--- src/rtl/noc_packetizer.sv ---
// Network-interface transmit stage: turns a (dst, len) command plus payload words
// into a header/body/tail flit stream on a registered valid/ready channel.
module noc_packetizer #(
    parameter int unsigned DATA_W  = 32,
    parameter int unsigned COORD_W = 4,
    parameter int unsigned LEN_W   = 8,
    parameter int unsigned SRC_X   = 0,
    parameter int unsigned SRC_Y   = 0
) (
    input  logic               noc_clk,
    input  logic               rst,
    input  logic               cmd_valid,
    output logic               cmd_ready,
    input  logic [COORD_W-1:0] cmd_dst_x,
    input  logic [COORD_W-1:0] cmd_dst_y,
    input  logic [LEN_W-1:0]   cmd_len,
    input  logic               pl_valid,
    output logic               pl_ready,
    input  logic [DATA_W-1:0]  pl_data,
    output logic               flit_valid,
    input  logic               flit_ready,
    output logic [DATA_W-1:0]  flit_data,
    output logic               flit_is_header,
    output logic               flit_is_tail,
    input  logic               vc_ready,
    output logic               busy
);

    localparam int unsigned HDR_W = LEN_W + 4 * COORD_W;

    typedef enum logic {
        S_IDLE,
        S_BODY
    } state_t;

    state_t             r_state;
    logic [LEN_W-1:0]   r_rem;
    logic               r_flit_valid;
    logic               r_is_header;
    logic               r_is_tail;
    logic [DATA_W-1:0]  r_flit_data;

    logic               w_slot_free;
    logic               w_cmd_fire;
    logic               w_pl_fire;
    logic [HDR_W-1:0]   w_hdr_bits;
    logic [DATA_W-1:0]  w_header;

    // Output register can take a new flit when empty or draining this cycle
    assign w_slot_free = !r_flit_valid || flit_ready;
    assign cmd_ready   = !rst && (r_state == S_IDLE) && w_slot_free && vc_ready;
    assign pl_ready    = (r_state == S_BODY) && w_slot_free;
    assign w_cmd_fire  = cmd_valid && cmd_ready;
    assign w_pl_fire   = pl_valid && pl_ready;

    assign w_hdr_bits = {COORD_W'(SRC_X), COORD_W'(SRC_Y), cmd_dst_x, cmd_dst_y, cmd_len};
    assign w_header   = DATA_W'(w_hdr_bits);

    assign flit_valid     = r_flit_valid;
    assign flit_data      = r_flit_data;
    assign flit_is_header = r_is_header;
    assign flit_is_tail   = r_is_tail;
    assign busy           = (r_state == S_BODY) || r_flit_valid;

    // Packet FSM and output flit register
    always_ff @(posedge noc_clk or posedge rst) begin
        if (rst) begin
            r_state      <= S_IDLE;
            r_rem        <= '0;
            r_flit_valid <= 1'b0;
            r_is_header  <= 1'b0;
            r_is_tail    <= 1'b0;
            r_flit_data  <= '0;
        end else begin
            if (w_slot_free) begin
                r_flit_valid <= 1'b0;
                r_is_header  <= 1'b0;
                r_is_tail    <= 1'b0;
            end
            case (r_state)
                S_IDLE: begin
                    if (w_cmd_fire) begin
                        r_flit_valid <= 1'b1;
                        r_flit_data  <= w_header;
                        r_is_header  <= 1'b1;
                        r_is_tail    <= (cmd_len == '0);
                        r_rem        <= cmd_len;
                        r_state      <= (cmd_len == '0) ? S_IDLE : S_BODY;
                    end
                end
                S_BODY: begin
                    if (w_pl_fire) begin
                        r_flit_valid <= 1'b1;
                        r_flit_data  <= pl_data;
                        r_is_header  <= 1'b0;
                        r_is_tail    <= (r_rem == LEN_W'(1));
                        r_rem        <= r_rem - LEN_W'(1);
                        if (r_rem == LEN_W'(1)) begin
                            r_state <= S_IDLE;
                        end
                    end
                end
                default: r_state <= S_IDLE;
            endcase
        end
    end

endmodule

--- config.mk ---
export PLATFORM = sky130hd
export DESIGN_NAME = noc_packetizer
export DESIGN_NICKNAME = d
export VERILOG_FILES = /design/src/rtl/noc_packetizer.sv
export SDC_FILE = /design/constraint.sdc
export NUM_CORES = 1
export LEC_CHECK = 0
export ABC_CLOCK_PERIOD_IN_PS = 2700
export BUFFER_PORTS_ARGS = -buffer_cell sky130_fd_sc_hd__buf_2
export CAP_MARGIN = 10
export CORE_MARGIN = 2
export CORE_UTILIZATION = 53
export CTS_BUF_LIST = sky130_fd_sc_hd__clkbuf_2
export CTS_CLUSTER_DIAMETER = 150
export DETAILED_ROUTE_END_ITERATION = 8
export GPL_ROUTABILITY_DRIVEN = 0
export HOLD_SLACK_MARGIN = 0.08
export PLACE_DENSITY = 0.88
export SLEW_MARGIN = 20
export SYNTH_ARGS = -nofsm -noshare
export SYNTH_HDL_FRONTEND = slang
export SYNTH_SLANG_ARGS = --single-unit
--- constraint.sdc ---
create_clock -name noc_clk -period 2.7 [get_ports noc_clk]
set_input_delay 0.54 -clock noc_clk [delete_from_list [all_inputs] [get_ports noc_clk]]
set_output_delay 0.54 -clock noc_clk [all_outputs]
set_load 0.03 [all_outputs]
==> flow_metrics.env <==
export IMPL_status="completed"
export IMPL_vdd_ir_drop_max_mv=0.514
export IMPL_wl_per_cell_um=13.1
export IMPL_ant_nets=0
export IMPL_reg2reg_to="flit_data[4]"
export IMPL_wl_met2_um=2340
export IMPL_ctsHoldBuffers=0
export IMPL_cts_buffers=5
export IMPL_post_route_period_util_pct=82.9
export IMPL_root_buffer="clkbuf_2"
export IMPL_dr_max_layer_used="met4"
export IMPL_track_usage_pct=22.1
export IMPL_worst_pin_slew_ps=654
export IMPL_portBuffers=91
export IMPL_dieWidth_um=67.2
export IMPL_fin_setup_tns_ps=0
export IMPL_synth_warnings=0
export IMPL_synth_seq_cells=44
export IMPL_dpl_hpwl_um=3440
export IMPL_r2r_slack_ps=820
export IMPL_fillers=316
export IMPL_max_clock_path_buffers=2
export IMPL_ios=92
export IMPL_relSlewSlack_pct=56.1
export IMPL_critPathKind="flip-flop to output pin"
export IMPL_fmax_mhz=447
export IMPL_setup_viol=0
export IMPL_drcViolationCount=0
export IMPL_overflow=0
export IMPL_drtIter0Drc=134
export IMPL_p_leak_nw=1.49
export IMPL_via_per_inst=5.34
export IMPL_power_mw=2.79
export IMPL_clk_latency_ps=390
export IMPL_async_reset_ff_share_pct=100
export IMPL_firstDrtPassIters=4
export IMPL_ys_flop_type="dfrtp_1"
export IMPL_routed_wl_um=4790
export IMPL_worstPathMaxFanout=47
export IMPL_synth_fp_nets=287
export IMPL_yosysSeqAreaShare_pct=51.9
export IMPL_wl_met1_um=2060
export IMPL_yosys_top_cells_area="dfrtp_1 (52%), nand2_1 (9.9%), mux2i_1 (7.1%)"
export IMPL_grt_max_degree=48
export IMPL_syn_area_um2=2120
export IMPL_grt_pass1_wl_um=7650
export IMPL_regArea_um2=1100
export IMPL_cts_sinks=44
export IMPL_fin_crit_ps=2240
export IMPL_synthTopCellsByCount="nand2_1 (56), dfrtp_1 (44), o21ai_0 (23)"
export IMPL_cts_htree_levels=2
export IMPL_via_count=1959
export IMPL_hold_path_class="primary input to asynchronous set/reset pin"
export IMPL_critical_path_top_delay_family="flip-flops"
export IMPL_cp_slowest_cell="dfrtp_2"
export IMPL_grt_pass1_vias=1708
export IMPL_areaGrowthSynthToFinish_pct=25.7
export IMPL_rsz0062_at_grt="no"
export IMPL_placementRows=22
export IMPL_worstSetupStartpointType="flip-flop"
export IMPL_worst_ep_required_time_ps=2160
export IMPL_rr_worst_depth=5
export IMPL_powerDensity_nw_per_um2=1050
export IMPL_cp_cell_sequence="buf_4, or2_2, buf_2"
export IMPL_clk_pin_slew_ps=210
export IMPL_coreArea_um2=3740
export IMPL_cp_end_kind="output pin"
export IMPL_synthCells=231
export IMPL_layout_drive_gt1_share_pct=34.2
export IMPL_final_nets=374
export IMPL_maxCapViolations=0
export IMPL_multiInputGateArea_um2=921
export IMPL_cts_tree="done"
export IMPL_antennaDiodeCount=0
export IMPL_cpPeakStageDelay_ps=480
export IMPL_ctsResizeCount=0
export IMPL_path_buf_inv=2
export IMPL_die_h_um=67.2
export IMPL_hold_viol=0
export IMPL_yosysMostFrequentCell="nand2_1"
export IMPL_die_area_um2=4520
export IMPL_synth_cell_types=33
export IMPL_hold_ws_ps=170
export IMPL_avgSynthCellArea_um2=9.18
export IMPL_cp_arrival_ps=1700
export IMPL_synth_edf_count=0
export IMPL_synth_top_cell_area_share_pct=51.9
export IMPL_slew_violations=0
export IMPL_start_util_pct=56.6
export IMPL_cts_setup_buffers=0
export IMPL_reg2reg_from="r_state"
export IMPL_final_setup_skew_ps=5.76
export IMPL_grt_antenna_before_repair=0
export IMPL_wl_met3_um=353
export IMPL_yosysTopAreaCell="dfrtp_1"
==> cell families (layout without fill, tap and decap cells) <==
family	after synthesis	in the layout	share of synthesized area [%]
adders and majority gates	2	2	1.18
buffers and inverters	20	108	4.96
muxes	15	15	7.08
and+or+nand+nor	109	109	23.9
AOI/OAI and AO/OA	41	41	10.9
DFF	44	44	51.9
==> stage by stage <==
| stage | std cells | setup WS (ps) | instance area (um2) | util (%) |
|---|---|---|---|---|
| 3_5_place_dp | 359 | 584 | 2600 | 69.5 |
| 4_1_cts | 367 | 443 | 2670 | 71.2 |
| 6_report | 367 | 463 | 2670 | 71.2 |
| 3_3_place_gp | 359 | 687 | 2600 | 69.5 |
| 2_1_floorplan | 231 | 966 | 2120 | - |
| 5_1_grt | 367 | 360 | 2670 | 71.2 |
==> registers in the layout, summed over array words and instances, names as in the netlist <==
name            count
r_state             1
flit_valid          1
flit_is_header      1
r_rem               8
flit_data          32
flit_is_tail        1
==> report_power, final <==
part | total [mW] | internal [mW] | switching (mW)
logic | 1.34 | 0.433 | 0.908
registers | 1.09 | 0.916 | 0.171
clock network | 0.366 | 0.159 | 0.206
total | 2.79 | 1.51 | 1.29
==> worst max-delay path by stage <==
stage / start / endpoint / slack [ps] / cells after the start
2_1_floorplan: flit_ready / cmd_ready / 970 / 3
3_3_place_gp: rst / flit_data[4] / 690 / 6
3_5_place_dp: rst / flit_data[4] / 580 / 6
4_1_cts: r_state / busy / 440 / 3
5_1_grt: r_state / busy / 360 / 3
6_report: r_state / busy / 460 / 3
==> placed cells by master, fill, tap and decap left out, drive strengths merged, types with 2 or more instances in the layout <==
master and n:
clkbuf 6, o211ai 2, nor4 4, ha 2, nor2 8, nand4 4
buf 95, a2bb2oi 2, nand2 56, nor2b 5, mux2i 15, inv 5
nand3 19, a21oi 8, o21ai 25, nor3 5, dfrtp 44, nand2b 3
==> final cells by class <==
type	count	area share, %
multi-input combinational	167	34.6
timing repair buffer	95	18.7
clock buffer	6	1.13
tap	48	2.25
clock inverter	2	1.31
inverter	5	0.704
sequential	44	41.4
==> layer usage <==
metal	vias to the layer above	track usage [%]
li1	969	-
met1	906	29.0
met2	79	38.0
met3	5	4.33
met4	0	5.36
met5	-	0
Power figures use the tool's default switching activity.
